### config.mk
export PLATFORM = sky130hd
export DESIGN_NAME = hazard_stall_ctrl
export DESIGN_NICKNAME = d
export VERILOG_FILES = /design/src/rtl/cpu_ctrl_pkg.sv /design/src/rtl/md_busy_ctr.sv /design/src/rtl/hazard_stall_ctrl.sv
export SDC_FILE = /design/constraint.sdc
export NUM_CORES = 1
export LEC_CHECK = 0
export BUFFER_PORTS_ARGS = -buffer_cell sky130_fd_sc_hd__buf_2
export CAP_MARGIN = 30
export CORE_MARGIN = 1.5
export CORE_UTILIZATION = 50
export CTS_CLUSTER_DIAMETER = 30
export CTS_CLUSTER_SIZE = 40
export DETAILED_ROUTE_END_ITERATION = 8
export HOLD_SLACK_MARGIN = 0.1
export PLACE_DENSITY = 0.8
export SYNTH_ARGS = -nofsm -noshare
export SYNTH_HDL_FRONTEND = slang
export SYNTH_HIERARCHICAL = 1
export SYNTH_SLANG_ARGS = --single-unit
### constraint.sdc
create_clock -name clk -period 2 [get_ports clk]
set_input_delay 0.2 -clock clk [delete_from_list [all_inputs] [get_ports clk]]
set_output_delay 0.2 -clock clk [all_outputs]
set_load 0.02 [all_outputs]
### src/rtl/cpu_ctrl_pkg.sv
// Shared encodings for the MIPS pipeline control blocks: Tuse/Tnew codes,
// mult/div latencies and the md unit FSM states.
package cpu_ctrl_pkg;

    // Tuse: cycles until a source operand is consumed, counted from D
    localparam logic [1:0] TUSE_D    = 2'd0;
    localparam logic [1:0] TUSE_E    = 2'd1;
    localparam logic [1:0] TUSE_M    = 2'd2;
    localparam logic [1:0] TUSE_NONE = 2'd3;

    // Tnew: cycles until a result is ready, counted from E entry
    localparam logic [1:0] TNEW_NOW  = 2'd0;
    localparam logic [1:0] TNEW_ALU  = 2'd1;
    localparam logic [1:0] TNEW_LOAD = 2'd2;

    localparam int MULT_CYC_DEF = 5;
    localparam int DIV_CYC_DEF  = 10;

    typedef enum logic {
        MD_IDLE = 1'b0,
        MD_BUSY = 1'b1
    } md_state_t;

    // A producer in flight blocks a source only when it targets the same
    // non-zero register and its result arrives later than the consumer needs it.
    function automatic logic reg_hazard(
        input logic [4:0] src,
        input logic [1:0] tuse,
        input logic [4:0] e_wa,
        input logic [1:0] e_tnew,
        input logic [4:0] m_wa,
        input logic [1:0] m_tnew
    );
        return (src != 5'd0) &&
               (((e_wa == src) && (e_tnew > tuse)) ||
                ((m_wa == src) && (m_tnew > tuse)));
    endfunction

endpackage

### src/rtl/md_busy_ctr.sv
// Mult/div unit sequencer: registers the start pulse as the md instruction
// enters E, then holds busy for the unit's fixed latency.
module md_busy_ctr
    import cpu_ctrl_pkg::*;
#(
    parameter int MULT_CYC = MULT_CYC_DEF,
    parameter int DIV_CYC  = DIV_CYC_DEF,
    parameter int CNT_W    = 4
) (
    input  logic clk,
    input  logic rst,
    input  logic i_start,
    input  logic i_div,
    output logic o_E_md_start,
    output logic o_md_busy
);

    localparam logic [CNT_W-1:0] L_MULT = CNT_W'(MULT_CYC);
    localparam logic [CNT_W-1:0] L_DIV  = CNT_W'(DIV_CYC);

    md_state_t        r_state;
    logic [CNT_W-1:0] r_cnt;
    logic             r_div_q;

    // Start pulse, op type capture and IDLE/BUSY countdown
    always_ff @(posedge clk or posedge rst) begin
        if (rst) begin
            o_E_md_start <= 1'b0;
            r_div_q      <= 1'b0;
            r_state      <= MD_IDLE;
            r_cnt        <= '0;
        end else begin
            o_E_md_start <= i_start;
            r_div_q      <= i_div;
            case (r_state)
                MD_IDLE: begin
                    if (o_E_md_start) begin
                        r_cnt   <= r_div_q ? L_DIV : L_MULT;
                        r_state <= MD_BUSY;
                    end
                end
                MD_BUSY: begin
                    // A start in BUSY is impossible: D_md stalls every md op.
                    if (r_cnt == CNT_W'(1)) begin
                        r_cnt   <= '0;
                        r_state <= MD_IDLE;
                    end else begin
                        r_cnt <= r_cnt - CNT_W'(1);
                    end
                end
                default: begin
                    r_state <= MD_IDLE;
                    r_cnt   <= '0;
                end
            endcase
        end
    end

    assign o_md_busy = (r_state == MD_BUSY);

endmodule

### src/rtl/hazard_stall_ctrl.sv
// Hazard/stall controller for the 5-stage MIPS core. Tracks destination and
// Tnew of the E and M stages, compares against the D-stage sources and drives
// PC/F-D/D-E enables; also gates HI/LO users while the md unit is occupied.
module hazard_stall_ctrl
    import cpu_ctrl_pkg::*;
#(
    parameter int MULT_CYC = MULT_CYC_DEF,
    parameter int DIV_CYC  = DIV_CYC_DEF,
    parameter int CNT_W    = 4
) (
    input  logic       clk,
    input  logic       rst,
    input  logic [4:0] D_rs,
    input  logic [4:0] D_rt,
    input  logic [1:0] D_tuse_rs,
    input  logic [1:0] D_tuse_rt,
    input  logic [4:0] D_wa,
    input  logic [1:0] D_tnew,
    input  logic       D_md,
    input  logic       D_md_start,
    input  logic       D_md_div,
    output logic       stall,
    output logic       pc_en,
    output logic       fd_en,
    output logic       de_clr,
    output logic       E_md_start,
    output logic       md_busy
);

    logic [4:0] r_E_wa, r_M_wa;
    logic [1:0] r_E_tnew, r_M_tnew;
    logic       w_rs_stall, w_rt_stall, w_md_stall;

    assign w_rs_stall = reg_hazard(D_rs, D_tuse_rs, r_E_wa, r_E_tnew, r_M_wa, r_M_tnew);
    assign w_rt_stall = reg_hazard(D_rt, D_tuse_rt, r_E_wa, r_E_tnew, r_M_wa, r_M_tnew);
    assign w_md_stall = D_md & (E_md_start | md_busy);

    assign stall  = w_rs_stall | w_rt_stall | w_md_stall;
    assign pc_en  = ~stall;
    assign fd_en  = ~stall;
    assign de_clr = stall;

    // Shadow pipeline: bubble into E on stall, Tnew ages by one into M
    always_ff @(posedge clk or posedge rst) begin
        if (rst) begin
            r_E_wa   <= '0;
            r_E_tnew <= '0;
            r_M_wa   <= '0;
            r_M_tnew <= '0;
        end else begin
            r_E_wa   <= stall ? 5'd0 : D_wa;
            r_E_tnew <= stall ? TNEW_NOW : D_tnew;
            r_M_wa   <= r_E_wa;
            r_M_tnew <= (r_E_tnew == TNEW_NOW) ? TNEW_NOW : r_E_tnew - 2'd1;
        end
    end

    md_busy_ctr #(
        .MULT_CYC (MULT_CYC),
        .DIV_CYC  (DIV_CYC),
        .CNT_W    (CNT_W)
    ) u_md (
        .clk          (clk),
        .rst          (rst),
        .i_start      (D_md_start & ~stall),
        .i_div        (D_md_div),
        .o_E_md_start (E_md_start),
        .o_md_busy    (md_busy)
    );

endmodule

-- Word level (Yosys, flattened, before mapping)
Index checks and enable logic that the tools add are counted.
- logic and storage cells: 48
- register bits: 21
- output and inout bits: 6
- input port bits: 26
- bitwise logic cells: 7
- add/subtract/negate cells: 2
- mux-type cells: 10
- eq/ne operators: 6
- reduce and logical (&&, ||, !) cells: 11
- $lt $le $gt $ge: 4
- operators by type and width (kind ; count):
    == test 5 bit ; 4
    two-way mux 4 bit ; 3
    nonzero test 5 bit ; 2
    greater-than comparator 2 bit ; 4
    one-hot mux 4 bit (2 select lines) ; 1
    logical AND 1 bit ; 6
    two-way mux 5 bit ; 1
    == test 4 x 1 -> 1 bit (second input constant) ; 1
    two-way mux 2 bit ; 2
    subtractor 4 x 1 -> 4 bit (second input constant) ; 1
    OR 1 bit ; 3
    bitwise AND 1 bit ; 2
    zero test 2 bit ; 1
    logical OR 1 bit ; 2
    two-way mux 1 bit ; 2
    inequality test 2 x 1 -> 1 bit (second input constant) ; 1
    inverter 1 bit ; 2
    one-hot mux 1 bit (2 select lines) ; 1
    subtractor 2 x 1 -> 2 bit (second input constant) ; 1

-- Depth between registers and ports, before layout
Gate-level depths: netlist of run 1.
- depth after elaboration: 8
- gate-level depth with buffers: 8
- gate-level depth less buffers: 7

-- Cells and area by module
The synthesis of run 1 kept the hierarchy.
- by module, submodules not included (module ; seq. area each (um^2) ; area an instance (um^2) ; instances ; cells an instance):
    hazard_stall_ctrl ; 350.3 ; 985.9 ; 1 ; 96
    md_busy_ctr ; 175.2 ; 347.8 ; 1 ; 35

-- Worst setup path before layout of run 1
Ideal clock, no wire load.
- path type: flip-flop to output port
- start: register r_E_tnew[1]
- end: output port pc_en
- cell stages (with the launch flop): 8
- buffers on the path: 1
- data arrival time: 1743 ps
- setup slack: 57 ps
- path through: dfrtp_1 ha_1 nand2_1 nand4_1 nor4_2 o22ai_1 and3_1 buf_4
- word-level cells in the longest chain between the ends: 7
- RTL lines (what ; line ; RTL):
    start, declared ; hazard_stall_ctrl.sv:31 ; logic [1:0] r_E_tnew, r_M_tnew;
    start signal, assigned ; hazard_stall_ctrl.sv:52 ; r_E_tnew <= stall ? TNEW_NOW : D_tnew;
    greater-than comparator 2 bit ; cpu_ctrl_pkg.sv:35 ; (((e_wa == src) && (e_tnew > tuse)) ||
    logical AND 1 bit ; cpu_ctrl_pkg.sv:35 ;
    logical OR 1 bit ; cpu_ctrl_pkg.sv:35 ;
    logical AND 1 bit ; cpu_ctrl_pkg.sv:34 ; return (src != 5'd0) &&
    OR 1 bit (*) (2 in a row) ; hazard_stall_ctrl.sv:38 ; assign stall = w_rs_stall | w_rt_stall | w_md_stall;
    inverter 1 bit (*) ; n/a ;
    end, declared ; hazard_stall_ctrl.sv:23 ; output logic pc_en,
Mark *: on every way between the ends. The rest lies on a longest branch, timed or not.

-- Final worst setup path of run 1
- start: register r_M_tnew[1]
- end: output port fd_en
- word-level cells in the longest chain between the ends: 7
- RTL lines (what ; line ; RTL):
    start, declared ; hazard_stall_ctrl.sv:31 ;
    start signal, assigned ; hazard_stall_ctrl.sv:54 ; r_M_tnew <= (r_E_tnew == TNEW_NOW) ? TNEW_NOW : r_E_tnew - 2'd1;
    greater-than comparator 2 bit ; cpu_ctrl_pkg.sv:36 ; ((m_wa == src) && (m_tnew > tuse)));
    logical AND 1 bit ; cpu_ctrl_pkg.sv:36 ;
    logical OR 1 bit ; cpu_ctrl_pkg.sv:35 ;
    logical AND 1 bit ; cpu_ctrl_pkg.sv:34 ;
    OR 1 bit (*) (2 in a row) ; hazard_stall_ctrl.sv:38 ;
    inverter 1 bit (*) ; hazard_stall_ctrl.sv:40 ; assign fd_en = ~stall;
    end, declared ; hazard_stall_ctrl.sv:24 ; output logic fd_en,
Marks and branches as above.

==> results of run 1 <==
power groups by stage:
| stage | combinational, mW | clock, mW | sequential, mW |
|---|---|---|---|
| finish | 0.623 | 0.195 | 0.638 |
| CTS | 0.571 | 0.199 | 0.632 |
| global route | 0.698 | 0.218 | 0.658 |
| detailed placement | 0.533 | 0 | 0.638 |
| global placement | 0.504 | 0 | 0.628 |
| floorplan | 0.422 | 0 | 0.615 |
sequential cells by signal (all words and copies together), names as in the netlist:
signal and count:
r_E_tnew 2, u_md/r_cnt 4, r_M_tnew 2, u_md/r_div_q 1
r_M_wa 5, u_md/o_md_busy 1, r_E_wa 5, u_md/o_E_md_start 1
synthesized netlist by cell type (2+ instances only):
library cell,number,area (um^2)
xor2_1,8,70.1
xnor2_1,12,105
a21oi_1,5,25.0
nor4_1,2,12.5
nand2_1,14,52.6
nand3_1,4,20.0
nor3_2,8,80.1
ha_1,10,125
nand4_1,4,25.0
o21ai_1,3,15.0
o22a_4,2,35.0
buf_4,2,15.0
nor2_1,3,11.3
o22ai_1,2,12.5
nor2b_1,2,12.5
dfrtp_1,21,526
inv_1,14,52.6
what timing repair did:
action | 4_1_cts | 5_1_grt
hold endpoints to repair | 22 | 0
hold buffers | 2 | 0
endpoints found under the setup margin | 4 | 4
gates resized for setup | 11 | 15
setup buffers | 3 | 1
pin swaps | 6 | 0
layout by cell type (no fill, tap or decap), drive strengths merged:
cell          n
o21ai         4
and2          1
nor4          4
nand2        14
nor2b         2
dfrtp        21
and3          1
nand3         4
xnor2        12
clkbuf        3
or4           2
o311ai        1
mux2i         1
a21oi         5
a211o         1
nor3          9
o22a          2
o22ai         2
o211a         1
o31a          1
dlygate4sd3   2
xor2          8
buf          38
ha           10
inv          14
a31oi         1
nand4         4
nor2          3
clkinv        1
layer usage:
layer  up-vias  global-route usage
met3         6              0.0383
met4         0               0.121
met5         -                   0
met1       518               0.279
li1        537                   -
met2        40               0.345
area by class of cell:
| class | count | share of cell area |
|---|---|---|
| timing repair buffer | 40 | 0.138 |
| sequential | 21 | 0.300 |
| tap | 30 | 0.0214 |
| multi-input combinational | 93 | 0.495 |
| inverter | 14 | 0.0299 |
| clock buffer | 3 | 0.0128 |
| clock inverter | 1 | 0.00285 |
worst min-delay path: cells and delay by family:
kind                   cells  cell delay, ns
buffers and inverters      1            0.09
and+or+nand+nor            2            0.09
worst paths after layout:
check                                         endpoint  cells past startpoint                  start
setup / recovery                                 fd_en                      6  r_M_tnew[1]$_DFF_PP0_
min in group asynchronous       u_md/r_div_q$_DFF_PP0_                      3                    rst
setup reg to reg           u_md/o_E_md_start$_DFF_PP0_                      8  r_E_tnew[1]$_DFF_PP0_
max in group asynchronous        r_E_tnew[1]$_DFF_PP0_                      3                    rst
hold / removal                     r_E_wa[1]$_DFF_PP0_                      3                D_wa[1]
hold reg to reg                    r_M_wa[4]$_DFF_PP0_                      0    r_E_wa[4]$_DFF_PP0_
kinds of logic (layout without fill, tap and decap cells):
group	after synthesis	in the layout	share of synthesized area
flops	21	21	0.394
simple gates	44	44	0.213
mux	1	1	0.00750
xor+xnor	20	20	0.131
fa+ha+maj	10	10	0.0938
buf+inv	17	58	0.0591
compound gates	18	18	0.101
==> metrics, run 1 <==
fraction of layout cells with a size suffix above 1=0.430; setup violators final=4; largest net degree at the start of global routing=15; Non-Filler Instances=a little over 200; design area=approximately 1800 um^2; ANT nets after route=0; Max Clock Freq=0.463 GHz; H-tree depth=1; Worst setup EP type=primary output; FF-to-FF setup slack=~0.21 ns; Max Used Layer=met4; number of antenna diodes=0; DR WL/cell=approximately 15 um; Cells after Synth=131; maximum vdd drop=roughly 0.66 mV; PortBufs=31; Post-Syn Area=about 1300 um^2; sequential area share after synthesis=0.394; drt drc=0; FP Rows=18; die height=54.7 um; cell family with most CP delay=simple AND/OR/NAND/NOR gates; final WL=about 3.0 mm; CTS tree=yes; Max Slew Vio Count=0; Worst Hold Margin=0.113 ns; via count=between 1000 and 1500; number of flops mapped to enable cells by yosys=0; Final HPWL DP=2.23 mm; clk root buf=clkbuf_4; ys async rst share=1.00; final worst path period need=between 2 and 2.5 ns; CTS max path bufs=2; FF+latch count, synth=21; Fin. Hold Viols=0; clock-pin slew on the worst setup and hold paths=between 0.1 and 0.15 ns; Netlist cell types=32; Crit path arrival time=1.96 ns; RSZ-0062 raised after global routing=true; Lkg Pwr=~0.84 nW; die area=2990 um^2; grt ovf=0; violated checks=negative setup slack; DRT Pass-1 Iters=4; Reg area=roughly 530 um^2; Int Pwr=0.890 mW; total negative slack=-0.446 ns; MaxCap Viol Count=0; total CTS buffers=3; TritonCTS Sinks=21; area delta synth->final=31.7%; Detailed Route Iter0 Violations=27; combinational group share of total power=0.428; CP max stage cell=dfrtp_1; clock share of power=0.134; Yosys warnings=6; GPL Wtd Cong=slightly above 0.9; vias per cell=about 5.5; CP Data Required Time=between 1.5 and 2 ns; Syn Nets=167; worst min path class=input pin to flip-flop; Avg Cell Area, Syn=between 10 and 15 um^2; switching part of the total=0.389; Tcrit/Tclk final=1.08; I/O Pins=32; FILL cells=approximately 170; Layout Skew=0.00401 ns; Skew-Pair Late Insertion Delay=approximately 0.30 ns; initial antenna violation count=0; dpl cells=about 190; Multi-input gate area=between 800 and 900 um^2; dpl ws=between 0.03 and 0.04 ns; Worst Path Buf+Inv=1; routed wl met2=1.48 mm; met3 wire len=168 um; Reg power frac=0.438; P_sw=0.567 mW; Util after Layout=0.703; worst-path fanout max=2; total track usage=0.218; met1 WL=1.31 mm; Placed Area=between 1500 and 2000 um^2; core area=2500 um^2; Tot Pwr=roughly 1.5 mW; setup ws final=-0.160 ns; final-stage net count=209; critical path type=flip-flop to primary output; Power Dens Cells=about 830 nW/um^2; measured slew at the worst slew-check pin=0.512 ns; Rel. slew slack=0.659; global-route wire length before repair=around 4.4 mm; Worst setup SP type=flip-flop; vias in the first global route=about 990; Slowest Stage Delay on Critical Path=around 0.45 ns; Die Wd=around 55 um; CP cell instances=ha_4 -> a21oi_1 -> nor4_2 -> o22ai_2 -> and3_4 -> buf_2; top_reg_cell synth=dfrtp_1; status=complete, but fails checks; initial core utilization=0.534
Power figures use the tool's default switching activity.
==> run 2, diff against run 1 <==
Clock period 2 ns to 2.8 ns, I/O delays scaled along.
==> run 2 against run 1 <==
Sequential power down 29%. Total power fell by 34%. Wire length shrank 15%. The flow now finishes without violations. Flip-flop and latch count unchanged. Via count shrank 5.5%. First-iteration DRC count is 48% lower. Cell area shrank 12%. Largest power group unchanged. Non-clock buffer count decreased by 7. Setup slack improved by 0.58 ns. Die area is the same. Core utilization decreased by 8.4 points. Critical path type unchanged.
==> metrics, run 2 (same netlist as run 1, synthesis figures left out) <==
worst-path fanout max=2; total CTS buffers=3; worst min path class=input pin to flip-flop; CTS tree=yes; FILL cells=218; Slowest Stage Delay on Critical Path=around 0.46 ns; via count=approximately 1000; Worst setup SP type=flip-flop; CP endpoint=pc_en; area delta synth->final=15.9%; total track usage=0.191; Crit path arrival time=2.10 ns; R2R Path End=r_E_wa[2]$_DFF_PP0_; routed wl met2=around 1.2 mm; Reg-to-Reg Start=r_M_tnew[1]$_DFF_PP0_; CTS max path bufs=2; Detailed Route Iter0 Violations=14; dpl cells=around 190; Regs by FF count=r_E_wa (5), r_M_wa (5), u_md/r_cnt (4); initial antenna violation count=0; DR WL/cell=13.2 um; Max Clock Freq=~0.42 GHz; drt drc=0; I/O Pins=32; FF-to-FF setup slack=1.00 ns; Lkg Pwr=roughly 0.8 nW; final worst path period need=2.38 ns; vias in the first global route=between 900 and 1000; Die Wd=about 55 um; Crit. Startpoint=r_M_tnew[1]$_DFF_PP0_; ANT nets after route=0; worst hold path stage count=3; CP max stage cell=nor4_1; met1 WL=1.18 mm; Layout Skew=roughly 0.0055 ns; Max Slew Vio Count=0; commonest non-fill, non-tap cell in the layout=buf_2; largest net degree at the start of global routing=15; clk root buf=clkbuf_4; setup bufs post-CTS=0; number of antenna diodes=0; measured slew at the worst slew-check pin=0.721 ns; final WL=~2.6 mm; PortBufs=31; Fin. Hold Viols=0; Final HPWL DP=2.17 mm; Non-Filler Instances=a little under 200; Worst setup EP type=primary output; Util after Layout=0.619; fraction of layout cells with a size suffix above 1=0.285; total negative slack=0 ns; Skew-Pair Late Insertion Delay=~0.28 ns; met3 wire len=~120 um; RSZ-0062 raised after global routing=false; critical path type=flip-flop to primary output; Tcrit/Tclk final=0.849; FP Rows=18; global-route wire length before repair=between 4 and 5 mm; Power Dens Cells=about 620 nW/um^2; status=finished clean; die height=approximately 55 um; GPL Wtd Cong=between 0.8 and 0.9; H-tree depth=1; DRT Pass-1 Iters=6; vias per cell=around 5.3; MaxCap Viol Count=0; Rel. slew slack=0.516; Max Used Layer=met4; Tot Pwr=a little under 1 mW; most frequent cells in the layout=31 x buf_2, 21 x dfrtp_1, 14 x inv_1, 14 x nand2_1, 12 x xnor2_1; CP cell instances=ha_1 -> nand2_1 -> nand4_1 -> nor4_1 -> o22ai_1 -> and3_1 -> buf_2; final-stage net count=202; maximum vdd drop=between 0.4 and 0.5 mV; clock-pin slew on the worst setup and hold paths=roughly 0.10 ns; initial core utilization=0.534; Reg2Reg Depth=6; grt ovf=0; setup violators final=0; die area=between 2000 and 3000 um^2; core area=around 2500 um^2; TritonCTS Sinks=21; CP Data Required Time=about 2.5 ns
## run 2: cell count changes in the layout (fill, tap and decap cells not counted), moves of 3 or more
cell     previous run  this run
a21oi_1             2         5
buf_2              28        31
buf_4               8         0
ha_1                4        10
ha_4                6         0
## run 2: repair_timing
item / in CTS / in global routing
gates resized for setup: 0 / 0
hold buffers: 2 / 0
endpoints found under the hold margin: 22 / 0
endpoints found under the setup margin: 0 / 0
## run 2: critical path, delay by kind of cell, from the launching register on
kind / cells / cell delay (ns)
simple gates: 4 / 0.82
flops: 1 / 0.41
fa+ha+maj: 1 / 0.29
buf+inv: 1 / 0.16
compound gates: 1 / 0.15
## run 2: worst min-delay path by stage
stage | startpoint | endpoint
6_report | D_wa[1] | r_E_wa[1]$_DFF_PP0_
5_1_grt | D_wa[1] | r_E_wa[1]$_DFF_PP0_
3_5_place_dp | rst | u_md/o_E_md_start$_DFF_PP0_
4_1_cts | D_wa[1] | r_E_wa[1]$_DFF_PP0_
2_1_floorplan | rst | u_md/o_E_md_start$_DFF_PP0_
3_3_place_gp | rst | u_md/o_E_md_start$_DFF_PP0_
## run 2: stage by stage
stage	hold slack (ns)	area [um^2]	setup slack, ns
after floorplan	0.0834	1330	0.777
after global placement	0.229	1500	0.749
after detailed placement	0.226	1500	0.698
after CTS	0.208	1550	0.408
after global routing	0.199	1550	0.200
final	0.210	1550	0.423
## run 2: final cells by class
type | instances | area, um^2 | area share
multi-input combinational | 93 | 729 | 0.472
tap | 30 | 37.5 | 0.0243
sequential | 21 | 526 | 0.340
inverter | 14 | 52.6 | 0.0340
timing repair buffer | 33 | 175 | 0.113
clock buffer | 4 | 26.3 | 0.0170
## run 2: layer usage
layer / GRT usage / vias up
met5: 0 / -
met4: 0.0708 / 0
met3: 0.0246 / 4
met2: 0.329 / 31
met1: 0.242 / 484
li1: - / 521
## run 2: report_power, final
group | leakage [nW] | internal, mW | switching [mW]
clock | 0.0150 | 0.0551 | 0.0754
combinational | 0.501 | 0.169 | 0.210
sequential | 0.262 | 0.371 | 0.0814
total | 0.778 | 0.595 | 0.367
==> run 3, diff against run 2 <==
Clock period 2.8 ns to 2.3 ns, I/O delays scaled along.
==> run 3 against run 2 <==
Cell area grew 5.2%. Die area stayed put. Critical path depth stayed put. First-iteration DRC count down 14%. Critical path type unchanged.
==> metrics, run 3 (same netlist as run 1, synthesis figures left out) <==
Worst setup SP type=flip-flop; Die Wd=roughly 55 um; die area=2990 um^2; worst-path fanout max=4; Fin. Hold Viols=0; MaxCap Viol Count=0; FP Rows=18; setup violators final=0; initial core utilization=0.534; CTS tree=yes; dpl ws=between 0.2 and 0.3 ns; status=finished clean; commonest non-fill, non-tap cell in the layout=buf_2; Reg-to-Reg Start=r_E_tnew[0]$_DFF_PP0_; Rel. slew slack=0.651; Lkg Pwr=~0.80 nW; clk root buf=clkbuf_4; FF-to-FF setup slack=between 0.5 and 0.6 ns; vias per cell=between 5 and 6; hold path endpoint=r_E_tnew[0]$_DFF_PP0_; Regs by FF count=r_E_wa (5), r_M_wa (5), u_md/r_cnt (4); total CTS buffers=3; GPL Wtd Cong=0.889; CTS max path bufs=2; drt drc=0; maximum vdd drop=0.523 mV; Skew-Pair Late Insertion Delay=0.29 ns; Worst setup EP type=primary output; Detailed Route Iter0 Violations=12; I/O Pins=32; measured slew at the worst slew-check pin=roughly 0.52 ns; final worst path period need=around 2.2 ns; CP Data Required Time=a little over 2 ns; initial antenna violation count=0; met2 GRT Util=0.304; Worst Hold Margin=0.150 ns; grt ovf=0; final-stage net count=around 210; Util after Layout=0.651; cell family with most CP delay=simple AND/OR/NAND/NOR gates; critical path type=flip-flop to primary output; die height=roughly 55 um; CP cell instances=ha_1 -> nand2_1 -> nand4_1 -> nor4_4 -> o22ai_1 -> and3_1 -> buf_2; fraction of layout cells with a size suffix above 1=0.327; dpl cells=between 150 and 200; Reg power frac=0.456; total track usage=0.186; Crit path arrival time=1.96 ns; grt met3 use=0.0328; met1 GRT Util=0.250; PortBufs=31; hold_sp=D_tnew[0]; clock share of power=0.141; area delta synth->final=22.0%; final WL=between 2 and 3 mm; Max Clock Freq=0.457 GHz; switching part of the total=0.393; worst hold path stage count=3; worst min path class=input pin to flip-flop; vias in the first global route=roughly 940; Power Dens Cells=between 700 and 800 nW/um^2; number of antenna diodes=0; TritonCTS Sinks=21; DR WL/cell=13.6 um; clock-pin slew on the worst setup and hold paths=0.11 ns; global-route wire length before repair=about 3.9 mm; via count=1055; DRT Pass-1 Iters=4; Final HPWL DP=approximately 2.1 mm; largest net degree at the start of global routing=15; Tot Pwr=between 1 and 1.5 mW; Int Pwr=0.735 mW; setup ws final=~0.11 ns; Non-Filler Instances=198; H-tree depth=1; Tcrit/Tclk final=0.950; CP max stage cell=dfrtp_1; core area=roughly 2500 um^2; most frequent cells in the layout=31 x buf_2, 21 x dfrtp_1, 14 x nand2_1; GRT Max-Usage Layer=met2; R2R Path End=r_E_wa[3]$_DFF_PP0_; ANT nets after route=0; Slowest Stage Delay on Critical Path=around 0.45 ns; combinational group share of total power=0.404; Worst Path Buf+Inv=1; Max Slew Vio Count=0; Reg2Reg Depth=8; Layout Skew=approximately 0.0026 ns; P_sw=around 0.48 mW
-- run 3: per-layer routing --
metal,routed length (um),part of all wire
met1,1220,0.45
met2,1300,0.48
met3,158,0.059
met4,10,0.0037
met5,0,0
-- run 3: worst register-to-register path: cells and delay by family (launching register included) --
| family | cells | cell delay [ns] |
|---|---|---|
| simple gates | 4 | 0.57 |
| flops | 1 | 0.39 |
| fa+ha+maj | 1 | 0.26 |
| compound gates | 1 | 0.22 |
| buf+inv | 2 | 0.21 |
-- run 3: final cells by class --
type	count	area (um^2)
fill	210	873
multi-input combinational	93	787
sequential	21	526
timing repair buffer	36	198
inverter	14	52.6
tap	30	37.5
clock buffer	4	26.3
-- run 3: worst max-delay path by stage --
stage,start,endpoint,slack (ns),cells past startpoint
2_1_floorplan,r_E_tnew[1]$_DFF_PP0_,pc_en,0.33,7
3_3_place_gp,r_E_tnew[1]$_DFF_PP0_,pc_en,0.34,7
3_5_place_dp,r_M_tnew[1]$_DFF_PP0_,pc_en,0.27,7
4_1_cts,r_M_tnew[1]$_DFF_PP0_,pc_en,0.02,7
5_1_grt,r_E_tnew[0]$_DFF_PP0_,fd_en,-0.01,8
6_report,r_E_tnew[1]$_DFF_PP0_,pc_en,0.11,7
-- run 3: timing repair --
item,4_1_cts,5_1_grt
endpoints found under the setup margin,4,4
pin swaps,2,4
cloned,0,0
setup buffers,0,2
resized for setup,2,6
endpoints found under the hold margin,22,0
hold buffers,2,0
-- run 3: per-stage QoR --
| stage | setup TNS [ns] | cell area, um^2 |
|---|---|---|
| after floorplan | 0 | 1330 |
| after detailed placement | 0 | 1510 |
| after global placement | 0 | 1510 |
| after CTS | 0 | 1570 |
| final | 0 | 1630 |
| after global routing | -0.0198 | 1630 |
-- run 3: power by group through the flow --
stage	sequential (mW)	clock [mW]	combinational, mW
final	0.551	0.171	0.488
after global routing	0.567	0.190	0.550
after CTS	0.547	0.174	0.470
after detailed placement	0.555	0	0.460
after global placement	0.549	0	0.439
after floorplan	0.535	0	0.367
